===== config.mk =====
export PLATFORM = sky130hd
export DESIGN_NAME = alarm_tone_gen
export DESIGN_NICKNAME = d
export VERILOG_FILES = /design/src/rtl/alarm_pkg.sv /design/src/rtl/tone_divider.sv /design/src/rtl/alarm_tone_gen.sv
export SDC_FILE = /design/constraint.sdc
export NUM_CORES = 1
export LEC_CHECK = 0
export BUFFER_PORTS_ARGS = -buffer_cell sky130_fd_sc_hd__buf_2
export CAP_MARGIN = 20
export CORE_MARGIN = 2
export CORE_UTILIZATION = 45
export CTS_CLUSTER_SIZE = 30
export DETAILED_ROUTE_END_ITERATION = 8
export SLEW_MARGIN = 0
export SYNTH_ARGS = -nofsm -noshare
export SYNTH_HDL_FRONTEND = slang
export SYNTH_SLANG_ARGS = --single-unit
export TNS_END_PERCENT = 1

===== constraint.sdc =====
create_clock -name clk -period 3.7 [get_ports clk]
set_input_delay 0.74 -clock clk [delete_from_list [all_inputs] [get_ports clk]]
set_output_delay 0.74 -clock clk [all_outputs]
set_load 0.005 [all_outputs]

===== src/rtl/alarm_pkg.sv =====
// Shared types for the alarm tone generator: pattern mode encoding and FSM states.
package alarm_pkg;

    typedef enum logic [1:0] {
        MODE_CONT   = 2'd0,
        MODE_BEEP   = 2'd1,
        MODE_TRIPLE = 2'd2,
        MODE_SILENT = 2'd3
    } mode_e;

    typedef enum logic [1:0] {
        ST_IDLE = 2'd0,
        ST_ON   = 2'd1,
        ST_OFF  = 2'd2,
        ST_GAP  = 2'd3
    } state_e;

    // Beep index (0-based) of the last beep in a triple
    localparam logic [1:0] TRIPLE_LAST = 2'd2;

endpackage


===== src/rtl/tone_divider.sv =====
// Half-period counter producing the buzzer square wave; restarts high on request,
// parks low with a cleared counter whenever it is not enabled.
module tone_divider #(
    parameter int DIV_W = 24
) (
    input  logic             clk,
    input  logic             rst,
    input  logic             enable,
    input  logic             restart,
    input  logic [DIV_W-1:0] tone_div,
    output logic             wave
);

    logic [DIV_W-1:0] r_cnt;
    logic             r_wave;
    logic [DIV_W-1:0] w_reload;

    // Effective half-period is max(tone_div,1); the counter holds half-period minus one
    assign w_reload = (tone_div == '0) ? '0 : tone_div - DIV_W'(1);
    assign wave     = r_wave;

    always_ff @(posedge clk) begin
        if (rst) begin
            r_cnt  <= '0;
            r_wave <= 1'b0;
        end else if (restart) begin
            r_cnt  <= w_reload;
            r_wave <= 1'b1;
        end else if (enable) begin
            if (r_cnt == '0) begin
                r_cnt  <= w_reload;
                r_wave <= ~r_wave;
            end else begin
                r_cnt <= r_cnt - DIV_W'(1);
            end
        end else begin
            r_cnt  <= '0;
            r_wave <= 1'b0;
        end
    end

endmodule


===== src/rtl/alarm_tone_gen.sv =====
// Alarm tone generator: pattern FSM (continuous / beep / triple / silent) gating
// a tone_divider square wave onto the buzzer output.
module alarm_tone_gen
    import alarm_pkg::*;
#(
    parameter int DIV_W        = 24,
    parameter int PAT_W        = 16,
    parameter int BEEP_ON_CYC  = 1000,
    parameter int BEEP_OFF_CYC = 1000,
    parameter int GAP_CYC      = 4000
) (
    input  logic             clk,
    input  logic             rst,
    input  logic             alarm_active,
    input  logic [DIV_W-1:0] tone_div,
    input  logic [1:0]       mode,
    output logic             buzzer,
    output logic             sounding
);

    localparam logic [PAT_W-1:0] ON_LD  = PAT_W'(BEEP_ON_CYC - 1);
    localparam logic [PAT_W-1:0] OFF_LD = PAT_W'(BEEP_OFF_CYC - 1);
    localparam logic [PAT_W-1:0] GAP_LD = PAT_W'(GAP_CYC - 1);

    state_e           r_state;
    mode_e            r_mode;
    logic [PAT_W-1:0] r_timer;
    logic [1:0]       r_beep_cnt;
    logic             r_sounding;

    logic w_timer_done;
    logic w_enter_on;
    logic w_stay_on;

    assign w_timer_done = (r_timer == '0);

    // Tone restarts on every ON entry and runs only while ON persists past this edge
    assign w_enter_on = alarm_active &&
        (((r_state == ST_IDLE) && (mode != MODE_SILENT)) ||
         ((((r_state == ST_OFF) && (r_mode != MODE_SILENT)) || (r_state == ST_GAP)) && w_timer_done));
    assign w_stay_on = alarm_active && (r_state == ST_ON) &&
        ((r_mode == MODE_CONT) || !w_timer_done);

    tone_divider #(
        .DIV_W (DIV_W)
    ) u_tone (
        .clk      (clk),
        .rst      (rst),
        .enable   (w_stay_on),
        .restart  (w_enter_on),
        .tone_div (tone_div),
        .wave     (buzzer)
    );

    assign sounding = r_sounding;

    always_ff @(posedge clk) begin
        if (rst) begin
            r_state    <= ST_IDLE;
            r_mode     <= MODE_CONT;
            r_timer    <= '0;
            r_beep_cnt <= '0;
            r_sounding <= 1'b0;
        end else if ((r_state != ST_IDLE) && !alarm_active) begin
            r_state    <= ST_IDLE;
            r_timer    <= '0;
            r_beep_cnt <= '0;
            r_sounding <= 1'b0;
        end else begin
            case (r_state)
                ST_IDLE: begin
                    if (alarm_active) begin
                        r_mode     <= mode_e'(mode);
                        r_beep_cnt <= '0;
                        if (mode == MODE_SILENT) begin
                            r_state    <= ST_OFF;
                            r_timer    <= '0;
                            r_sounding <= 1'b0;
                        end else begin
                            r_state    <= ST_ON;
                            r_timer    <= ON_LD;
                            r_sounding <= 1'b1;
                        end
                    end
                end
                ST_ON: begin
                    if (r_mode == MODE_CONT) begin
                        r_timer <= '0;
                    end else if (w_timer_done) begin
                        r_sounding <= 1'b0;
                        if ((r_mode == MODE_TRIPLE) && (r_beep_cnt == TRIPLE_LAST)) begin
                            r_state    <= ST_GAP;
                            r_timer    <= GAP_LD;
                            r_beep_cnt <= '0;
                        end else begin
                            r_state    <= ST_OFF;
                            r_timer    <= OFF_LD;
                            r_beep_cnt <= (r_mode == MODE_TRIPLE) ? r_beep_cnt + 2'd1 : 2'd0;
                        end
                    end else begin
                        r_timer <= r_timer - PAT_W'(1);
                    end
                end
                ST_OFF, ST_GAP: begin
                    if ((r_state == ST_OFF) && (r_mode == MODE_SILENT)) begin
                        r_timer <= '0;
                    end else if (w_timer_done) begin
                        r_state    <= ST_ON;
                        r_timer    <= ON_LD;
                        r_sounding <= 1'b1;
                    end else begin
                        r_timer <= r_timer - PAT_W'(1);
                    end
                end
                default: begin
                    r_state <= ST_IDLE;
                end
            endcase
        end
    end

endmodule

==> results.ini <==
[run_status]
status=complete, no violations

[grt]
grt_max_degree=20
grt_antenna_before_repair=0
grt_overflow=0
grt_pass1_wl_um=15000
track_usage_pct=21.7
grt_pass1_vias=3081

[power_and_ir_drop]
p_clk_share_pct=19.0
irDropWorstVdd_mv=0.201
p_int_mw=1.04
combPwrFrac_pct=45.2
powerDensity_mw_per_mm2=468
leakage_nw=1.41
seqPwrFrac_pct=35.8
swShare_pct=41.3
power.switching_uw=730

[setup_path]
startpoint_type=input pin
crit_required_ns=3.87
r2r_setup_slack_ns=0.89
worstPathArrival_ns=3.02
crit_fanout=16
reg2reg_depth=7
crit_type=in -> reg
r2r-start=r_timer[0]
reg2reg_to=u_tone.r_cnt[3]
end_kind=flop

[logic_synthesis]
synthFlopType=dfxtp_1
netlist_top_cells_area=dfxtp_1 (28%), xnor2_1 (5.3%), xor2_1 (4.5%), nor2_1 (4.0%), a21oi_1 (3.9%)
yosys.area_share.xor_xnor_pct=9.85
synth_top_area_cell=dfxtp_1
syn_area_per_cell_sq_um=7.99
synth_top_family_by_area=simple AND/OR/NAND/NOR gates
synth.top_cell.area_share_pct=27.7
synth-seq-cells=48
async_flop_share_pct=0
yosysMostFrequentCell=dfxtp_1
synth_warnings=0
synthAdderAreaFrac_pct=2.16
synth_area_sq_mm=0.00347
ys_seq_area_share_pct=27.7
synthesis.nets=469
postSynthCellCount=434
synth_compound_area_share_pct=23.6
synthMuxAreaShare_pct=0.866
synth_simple_gate_area_share_pct=31.0
ys_types=63
yosys-top-cells-count=dfxtp_1 (48), nor2_1 (37), a21oi_1 (27)
synth_edf_count=0

[sta]
tightest_slew_ns=0.777
period_minus_slack_ns=2.85
hold_violations=0
fmax_ghz=0.351
tns_ns=0
setup_viol=0
final_max_slew_viol_count=0
hold_ws_ns=0.469
fin_skew_ns=0.00491
post-route-period-util_pct=77.0
fin_ws_ns=0.852
worst_slew_margin_rel_pct=47.7
rsz0062_at_grt=false

[clock_network]
cts_hold_buf=0
htreeDepth=2
cts_tree=built
cts_resized=0
insertion_delay_ns=0.30
path_clk_slew_ns=0.09
cts_made_buffers=5
clk_path_buf_depth=2
cts.sinks=48
post_cts_buffers=0
cts_root_buffer=clkbuf_8

[layout]
syn_to_final_growth_pct=9.05
num_antenna_cells=0
final_area_sq_mm=0.00378
drive_gt1_share_pct=14.3
fillers=759
fin_nets=490

[route]
first_pass_iters=5
drcViolationCount=0
via_count=3397
totalWireLength_um=8960
wl_per_cell_um=16.0
postRouteAntennaNets=0
drtIter0Drc=144
viasPerCell=6.09

[place]
gp_congestion=0.822
post-place-ws_ns=0.540
place.port_buffers=30
dpl_cell_area_sq_mm=0.00368
dp_hpwl_um=6550

[die]
fp.dieW_um=91.8
die_h_um=91.8
rows=32
design.core.area_sq_mm=0.00761
io_pins=31
die_area_sq_mm=0.00843
start_util_pct=45.6

[worst_hold_path]
min_to=r_beep_cnt[0]
holdPathStages=2
hold_path_class=reg -> reg
min_from=r_beep_cnt[0]

[run]
drv_cap=0

## critical path, cell delays in order
cell	delay, ns
buf_2	0.12
nor4_1	0.69
and4b_1	0.48
nand3_1	0.53
a22oi_1	0.37
a311oi_1	0.08
## layout by cell type, fill, tap and decap left out, types with 12 or more instances in the layout
master   instances
a21oi_1         27
nor2_1          37
inv_1           12
nand3_1         24
o21ai_0         13
dfxtp_1         48
buf_2           31
nor4_1          15
nand2_1         17
xor2_1          18
nor3_1          26
xnor2_1         21
## metal layers
metal	up-vias	part of all wire (%)	track usage [%]
li1	1704	-	-
met1	1578	46	28.2
met2	102	48	36.7
met3	13	4.5	3.12
met4	0	1.9	7.71
met5	-	0	0
## cells by family (layout without fill, tap and decap cells)
family | Yosys count | in the layout
AO/OA/AOI/OAI | 114 | 114
XOR/XNOR | 39 | 39
adder cells (fa/ha/maj) | 6 | 6
buffers and inverters | 37 | 59
flip-flops | 48 | 48
multiplexers | 3 | 3
AND/OR/NAND/NOR | 187 | 187
## metrics by stage
stage	power, mW	util, %	std cells
final	1.77	49.7	558
after global routing	1.89	49.7	558
after CTS	1.78	49.7	557
after detailed placement	1.43	48.4	549
after global placement	1.43	48.4	549
after floorplan	1.26	-	434
## flip-flops by register name, indices dropped and copies added, names as in the netlist
register and count:
u_tone.r_cnt 24, r_timer 16, r_beep_cnt 2, r_mode 2, r_state 2, sounding 1
u_tone.wave 1
## how the worst max path moves through the flow
| stage | from | to | cells after the start |
|---|---|---|---|
| after global routing | tone_div[8] | u_tone.r_cnt[11] | 6 |
| final | tone_div[8] | u_tone.r_cnt[3] | 6 |
| after detailed placement | tone_div[8] | u_tone.r_cnt[3] | 6 |
| after global placement | tone_div[8] | u_tone.r_cnt[2] | 6 |
| after CTS | tone_div[8] | u_tone.r_cnt[11] | 6 |
| after floorplan | tone_div[8] | u_tone.r_cnt[0] | 7 |
## power by group through the flow
stage	clock network, mW	registers (mW)	logic (mW)
4_1_cts	0.347	0.632	0.796
5_1_grt	0.367	0.644	0.883
2_1_floorplan	0	0.625	0.635
3_5_place_dp	0	0.645	0.787
3_3_place_gp	0	0.643	0.788
6_report	0.336	0.634	0.800
## area by class of cell
cell class | instances | area (sq um) | share of cell area [%]
clock buffers | 7 | 86.3 | 2.28
clock inverters | 1 | 7.51 | 0.198
inverters | 12 | 45.0 | 1.19
multi-input cells | 349 | 2340 | 61.9
flip-flops and latches | 48 | 961 | 25.4
well taps | 102 | 128 | 3.37
repair buffers | 39 | 215 | 5.69
Note: power is estimated with default switching activity, not from simulation.
